## src/rtl/instruction_fetch.sv

```systemverilog
// Instruction fetch: assembles 3-byte instructions from 8-bit program memory
// into a 24-bit CBUS word; owns the PC and applies branch redirects.
module instruction_fetch #(
  parameter logic [15:0] RESET_VECTOR = 16'h0000
) (
  input  logic        CLK,
  input  logic        RST,
  output logic [15:0] MEM_ADDR,
  output logic        MEM_RD,
  input  logic [7:0]  MEM_DATA,
  input  logic        MEM_READY,
  output logic [23:0] CBUS,
  output logic        CBUS_VALID,
  input  logic        HOLD,
  input  logic        JMP_EN,
  input  logic [15:0] JMP_ADDR,
  output logic [15:0] PC
);

  localparam int unsigned ADDR_W = 16;
  localparam int unsigned BYTE_W = 8;
  localparam int unsigned WORD_W = 3 * BYTE_W;

  typedef enum logic [1:0] {
    F0    = 2'd0,
    F1    = 2'd1,
    F2    = 2'd2,
    ISSUE = 2'd3
  } state_t;

  state_t              state_q, state_d;
  logic [ADDR_W-1:0]   fa_q, fa_d;
  logic [ADDR_W-1:0]   pc_q, pc_d;
  logic [BYTE_W-1:0]   b0_q, b0_d;
  logic [BYTE_W-1:0]   b1_q, b1_d;
  logic [WORD_W-1:0]   cbus_q, cbus_d;
  logic                valid_q, valid_d;
  logic                rd_q, rd_d;
  logic                accept;

  // Read strobe is its own register so it is low through reset without any
  // input-to-output path; the first cycle after reset is therefore idle.
  assign accept     = rd_q & MEM_READY;
  assign MEM_ADDR   = fa_q;
  assign MEM_RD     = rd_q;
  assign CBUS       = cbus_q;
  assign CBUS_VALID = valid_q;
  assign PC         = pc_q;

  // Next-state and datapath updates; redirect outranks everything but reset.
  always_comb begin
    state_d = state_q;
    fa_d    = fa_q;
    pc_d    = pc_q;
    b0_d    = b0_q;
    b1_d    = b1_q;
    cbus_d  = cbus_q;
    valid_d = valid_q;

    if (JMP_EN) begin
      state_d = F0;
      fa_d    = JMP_ADDR;
      pc_d    = JMP_ADDR;
      valid_d = 1'b0;
    end else begin
      case (state_q)
        F0: begin
          if (accept) begin
            b0_d    = MEM_DATA;
            fa_d    = fa_q + ADDR_W'(1);
            state_d = F1;
          end
        end
        F1: begin
          if (accept) begin
            b1_d    = MEM_DATA;
            fa_d    = fa_q + ADDR_W'(1);
            state_d = F2;
          end
        end
        F2: begin
          if (accept) begin
            cbus_d  = {b0_q, b1_q, MEM_DATA};
            fa_d    = fa_q + ADDR_W'(1);
            valid_d = 1'b1;
            state_d = ISSUE;
          end
        end
        ISSUE: begin
          if (!HOLD) begin
            valid_d = 1'b0;
            pc_d    = fa_q;
            state_d = F0;
          end
        end
        default: state_d = F0;
      endcase
    end

    rd_d = (state_d != ISSUE);
  end

  // State and datapath registers with synchronous reset.
  always_ff @(posedge CLK) begin
    if (RST) begin
      state_q <= F0;
      fa_q    <= RESET_VECTOR;
      pc_q    <= RESET_VECTOR;
      b0_q    <= '0;
      b1_q    <= '0;
      cbus_q  <= '0;
      valid_q <= 1'b0;
      rd_q    <= 1'b0;
    end else begin
      state_q <= state_d;
      fa_q    <= fa_d;
      pc_q    <= pc_d;
      b0_q    <= b0_d;
      b1_q    <= b1_d;
      cbus_q  <= cbus_d;
      valid_q <= valid_d;
      rd_q    <= rd_d;
    end
  end

endmodule

```

## config.mk

```make
export PLATFORM = sky130hd
export DESIGN_NAME = instruction_fetch
export DESIGN_NICKNAME = d
export VERILOG_FILES = /design/src/rtl/instruction_fetch.sv
export SDC_FILE = /design/constraint.sdc
export NUM_CORES = 1
export LEC_CHECK = 0
export ABC_CLOCK_PERIOD_IN_PS = 2200
export CAP_MARGIN = 15
export CORE_MARGIN = 2
export CORE_UTILIZATION = 35
export DETAILED_ROUTE_END_ITERATION = 12
export PLACE_DENSITY = 0.72
export SYNTH_ARGS = -nofsm -noshare
export SYNTH_HDL_FRONTEND = slang
export SYNTH_SLANG_ARGS = --single-unit
```

## constraint.sdc

```tcl
create_clock -name CLK -period 2.2 [get_ports CLK]
set_clock_uncertainty 0.2 [all_clocks]
set_input_delay 0.66 -clock CLK [delete_from_list [all_inputs] [get_ports CLK]]
set_output_delay 0.66 -clock CLK [all_outputs]
set_load 0.02 [all_outputs]
```

Yosys cells after proc, flatten, opt, wreduce, memory -nomap -nowiden. Cells that the tools add are included.

$add $sub $neg: 1. Eq/ne operators: 7. Multiplexer cells: 15. Bitwise gates (word level): 2. Reduce and logical (&&, ||, !) cells: 13.

Operators by type and width (number): $mux W16 (6); $add A16 B1 Y16 const B (1); $reduce_and A3 Y1 (4); $mux W2 (5); $pmux W2 S4 (1); $reduce_bool A2 Y1 (4); $ne A2 B2 Y1 const B (3); $eq A2 B2 Y1 const B (2); $reduce_and A2 Y1 (2); $reduce_or A3 Y1 (1); $eq A2 B1 Y1 const B (1); $logic_not A2 Y1 (1); $mux W1 (2); $ne A2 B1 Y1 const B (1); $pmux W1 S2 (1); $reduce_or A2 Y1 (1); $and A1 B1 Y1 (1); $not A1 Y1 (1).

Flip-flop bits (word level): 76. Input port bits: 29. Logic and storage cells: 46.

Depth between registers and ports, before layout.
Word-level depth: 5. Depth in mapped cells: 6. Mapped depth without buffers: 5.

Least setup slack after synthesis. No wires, ideal clock.

Path kind: input -> register. Start: input JMP_EN. End: register cbus_q[10] (netlist: CBUS[10]). Arrival time: 1.753 ns. Data required time: 1.868 ns. Path slack: 0.115 ns. Cell stages on the path: 6. Cell sequence: buf_2 or4b_1 clkbuf_1 buf_2 nand2_1 a21oi_1.

Cells in the longest elaborated chain, start to end: 2.

Ends and longest elaborated chain: from (decl) (RTL line 15) `input logic JMP_EN,`; $not A1 Y1 (no line); $reduce_and A3 Y1 (no line); to (signal assigned) (RTL line 120) `cbus_q <= cbus_d;`; to (decl) (RTL line 36) `logic [WORD_W-1:0] cbus_q, cbus_d;`.

No other way between the ends. A chain may end at the register's enable or synchronous reset.

Worst setup path after layout.
Start: register cbus_q[14] (netlist: CBUS[14]). End: output CBUS[14].

RTL lines: to (decl) (RTL line 12) `output logic [23:0] CBUS,`.

No word-level cell between the ends.

==> results.sh <==
export IMPL_p_int_uw=2170
export IMPL_max_cap_violations=0
export IMPL_antenna_cells=0
export IMPL_vdd_drop_max_mv=0.356
export IMPL_clk_path_buf_depth=2
export IMPL_synth_area_um2=3280
export IMPL_cp_data_arrival_time_ns=1.31
export IMPL_cts_made_buffers=9
export IMPL_worstHoldPathType="reg2reg"
export IMPL_port_buffers=86
export IMPL_hpwl_um=5690
export IMPL_relSlewSlack=0.710
export IMPL_grt_pass1_vias=2888
export IMPL_p_seq_frac=0.487
export IMPL_critical_path_top_delay_family="buffers and inverters"
export IMPL_yosysMostFrequentCell="dfxtp_1"
export IMPL_fin_tns_setup_ns=0
export IMPL_h_tree_depth=3
export IMPL_path_clk_slew_ns=0.08
export IMPL_initialDrtViolationCount=81
export IMPL_grt_pass1_wl_um=13400
export IMPL_synth_fp_nets=379
export IMPL_finalHoldViolations=0
export IMPL_cts_tree="built"
export IMPL_synthCells=349
export IMPL_core_rowCount=35
export IMPL_yosysSeqAreaShare=0.464
export IMPL_maxSlewViolCount=0
export IMPL_drt_wl_total_um=8070
export IMPL_routabilityCongestion=0.726
export IMPL_synth_top_cell_area_share=0.464
export IMPL_grt_setup_unrepaired="no"
export IMPL_tightest_slew_ns=0.435
export IMPL_fillers=824
export IMPL_grt_start_max_net_pins=44
export IMPL_via_count=2867
export IMPL_synthTopCellsByCount="dfxtp_1 (76), nand2_1 (58), mux2i_1 (35)"
export IMPL_dp_cells=555
export IMPL_grt_usage=0.165
export IMPL_cts_root_buf="clkbuf_8"
export IMPL_drive_above_1_share=0.135
export IMPL_setup_viol=0
export IMPL_antenna_found_initial=0
export IMPL_final_nets=485
export IMPL_slowest_delay_ns=0.61
export IMPL_synth_distinct_cells=48
export IMPL_start_util=0.358
export IMPL_synthArstFlopShare=0
export IMPL_core_area_um2=9150
export IMPL_slowest_stage="clkdlybuf4s50_1"
export IMPL_die_w_um=101
export IMPL_drcViolationCount=0
export IMPL_overflow=0
export IMPL_status="finished clean"
export IMPL_crit_fanout=2
export IMPL_yosys_register_bits=76
export IMPL_wl_per_cell_um=14.1
export IMPL_areaGrowthSynthToFinish_pct=45.2
export IMPL_p_leak_uw=0.00226
export IMPL_p_switching_uw=819
export IMPL_fp_dieH_um=101
export IMPL_final_cell_count_no_fill=571
export IMPL_post_route_period_util=0.985
export IMPL_postRouteAntennaNets=0
export IMPL_p_per_area_nw_per_um2=628
export IMPL_clk_insertion_delay_late_ns=0.36
export IMPL_io_pins=87
export IMPL_postCtsSetupBuffers=0
export IMPL_combPwrFrac=0.127
export IMPL_cp_required_ns=1.34
export IMPL_path_cells="clkdlybuf4s50_1"
export IMPL_clock_sinks=76
export IMPL_postSynthAreaPerCell_um2=9.39
export IMPL_firstDrtPassIters=4
export IMPL_ys_warn_count=0
export IMPL_synth_largest_area_cell="dfxtp_1"
export IMPL_critPathBufInv=1
export IMPL_period_needed_ns=2.17
export IMPL_synth_edf_count=0
export IMPL_dieArea_um2=10200
export IMPL_fmaxAchievable_ghz=0.461
export IMPL_synth_flop_cell="dfxtp_1"
export IMPL_critPathLaunchType="register"
export IMPL_clkPwrFrac=0.386
export IMPL_worstSetupEndpointType="output pin"
export IMPL_vias_per_cell=5.02
export IMPL_sw_frac_of_total=0.274
export IMPL_critical_path_class="reg2out"
export IMPL_yosys_top_cells_area="dfxtp_1 (46%), mux2i_1 (11%), nand2_1 (6.6%)"
export IMPL_timing_hold_ws_ns=0.257
[timing repair]
action	in CTS	in global routing
gates resized for setup	17	38
pin swaps	0	0
hold buffers	0	0
endpoints found under the setup margin	17	38
[path summary, 6_finish.rpt]
check	slack, ns	end	startpoint	cells after the start
max	0.03	CBUS[14]	CBUS[14]	1
min	0.26	CBUS[16]	CBUS[16]	2
max reg2reg	0.27	MEM_ADDR[10]	MEM_ADDR[0]	5
min reg2reg	0.26	CBUS[16]	CBUS[16]	2
[cell usage in the layout, fill, tap and decap left out, types with 2 or more instances in the layout]
| cell type | synthesis | final |
|---|---|---|
| mux2_2 | 2 | 2 |
| xnor2_1 | 5 | 5 |
| o21ai_0 | 6 | 6 |
| nor4_4 | 4 | 4 |
| nand4_1 | 3 | 3 |
| dlygate4sd2_1 | 0 | 17 |
| a21oi_1 | 30 | 30 |
| mux2i_1 | 35 | 35 |
| a211oi_1 | 5 | 5 |
| buf_12 | 0 | 6 |
| a311oi_1 | 2 | 2 |
| dlymetal6s2s_1 | 0 | 37 |
| and4_1 | 2 | 2 |
| clkbuf_8 | 0 | 9 |
| nor2b_1 | 2 | 2 |
| clkinv_4 | 0 | 2 |
| o21a_1 | 12 | 12 |
| inv_8 | 0 | 3 |
| clkinv_1 | 2 | 2 |
| clkdlybuf4s50_1 | 0 | 32 |
| nand2_1 | 58 | 58 |
| nor3_1 | 6 | 6 |
| buf_4 | 2 | 25 |
| a21boi_0 | 18 | 18 |
| dfxtp_1 | 76 | 76 |
| nor2_1 | 26 | 26 |
| xor2_1 | 2 | 2 |
| nor3b_1 | 2 | 2 |
| nand3_1 | 6 | 6 |
[worst reg2reg max path, stage by stage, from the launching register on]
cell      delay, ns
dfxtp_1        0.45
ha_1           0.22
nand2_1        0.10
nor4_4         0.34
mux2_2         0.37
a211oi_1       0.18
[stage by stage]
| stage | power [µW] | setup slack [ns] | instance area, µm² | utilization |
|---|---|---|---|---|
| final | 2990 | 0.0328 | 4760 | 0.520 |
| after global routing | 3120 | 0.00420 | 4760 | 0.520 |
| after CTS | 3030 | 0.00184 | 4660 | 0.509 |
| after detailed placement | 1880 | -0.296 | 4470 | 0.488 |
| after global placement | 1870 | -0.271 | 4470 | 0.488 |
| after floorplan | 1680 | 0.115 | 3280 | - |
[sequential cells by signal (all words and copies together) (netlist names)]
name / flops
CBUS_VALID: 1
PC: 16
state_q: 2
CBUS: 24
b1_q: 8
b0_q: 8
MEM_ADDR: 16
MEM_RD: 1
[cell type report]
type | count | area, µm² | share of cell area
Sequential cell | 76 | 1520 | 0.320
Multi-Input combinational cell | 247 | 1620 | 0.341
Timing Repair Buffer | 118 | 1250 | 0.263
Clock buffer | 9 | 124 | 0.0260
Clock inverter | 7 | 90.1 | 0.0189
Tap cell | 111 | 139 | 0.0292
Inverter | 3 | 11.3 | 0.00237
[per-layer routing]
layer	up-vias	global-route usage	routed length [µm]
met5	-	0	0
met4	0	0.0580	89
met3	10	0.0541	616
met2	85	0.278	3830
met1	1334	0.195	3540
li1	1438	-	-
[cell families (layout without fill, tap and decap cells)]
kind of cell | count (synthesis) | in the layout | share of synthesized area
AND/OR/NAND/NOR | 121 | 121 | 0.197
AO/OA/AOI/OAI | 81 | 81 | 0.161
flip-flops | 76 | 76 | 0.464
multiplexers | 37 | 37 | 0.114
buffers and inverters | 26 | 137 | 0.0412
XOR/XNOR | 7 | 7 | 0.0187
adder cells (fa/ha/maj) | 1 | 1 | 0.00382
[power by group through the flow]
stage | clock network, µW | logic [µW] | registers [µW]
after detailed placement | 0 | 392 | 1490
after CTS | 1180 | 386 | 1460
after floorplan | 0 | 134 | 1540
final | 1150 | 379 | 1460
after global placement | 0 | 384 | 1490
after global routing | 1250 | 410 | 1470
No activity file was read; power rests on OpenSTA's default activity.
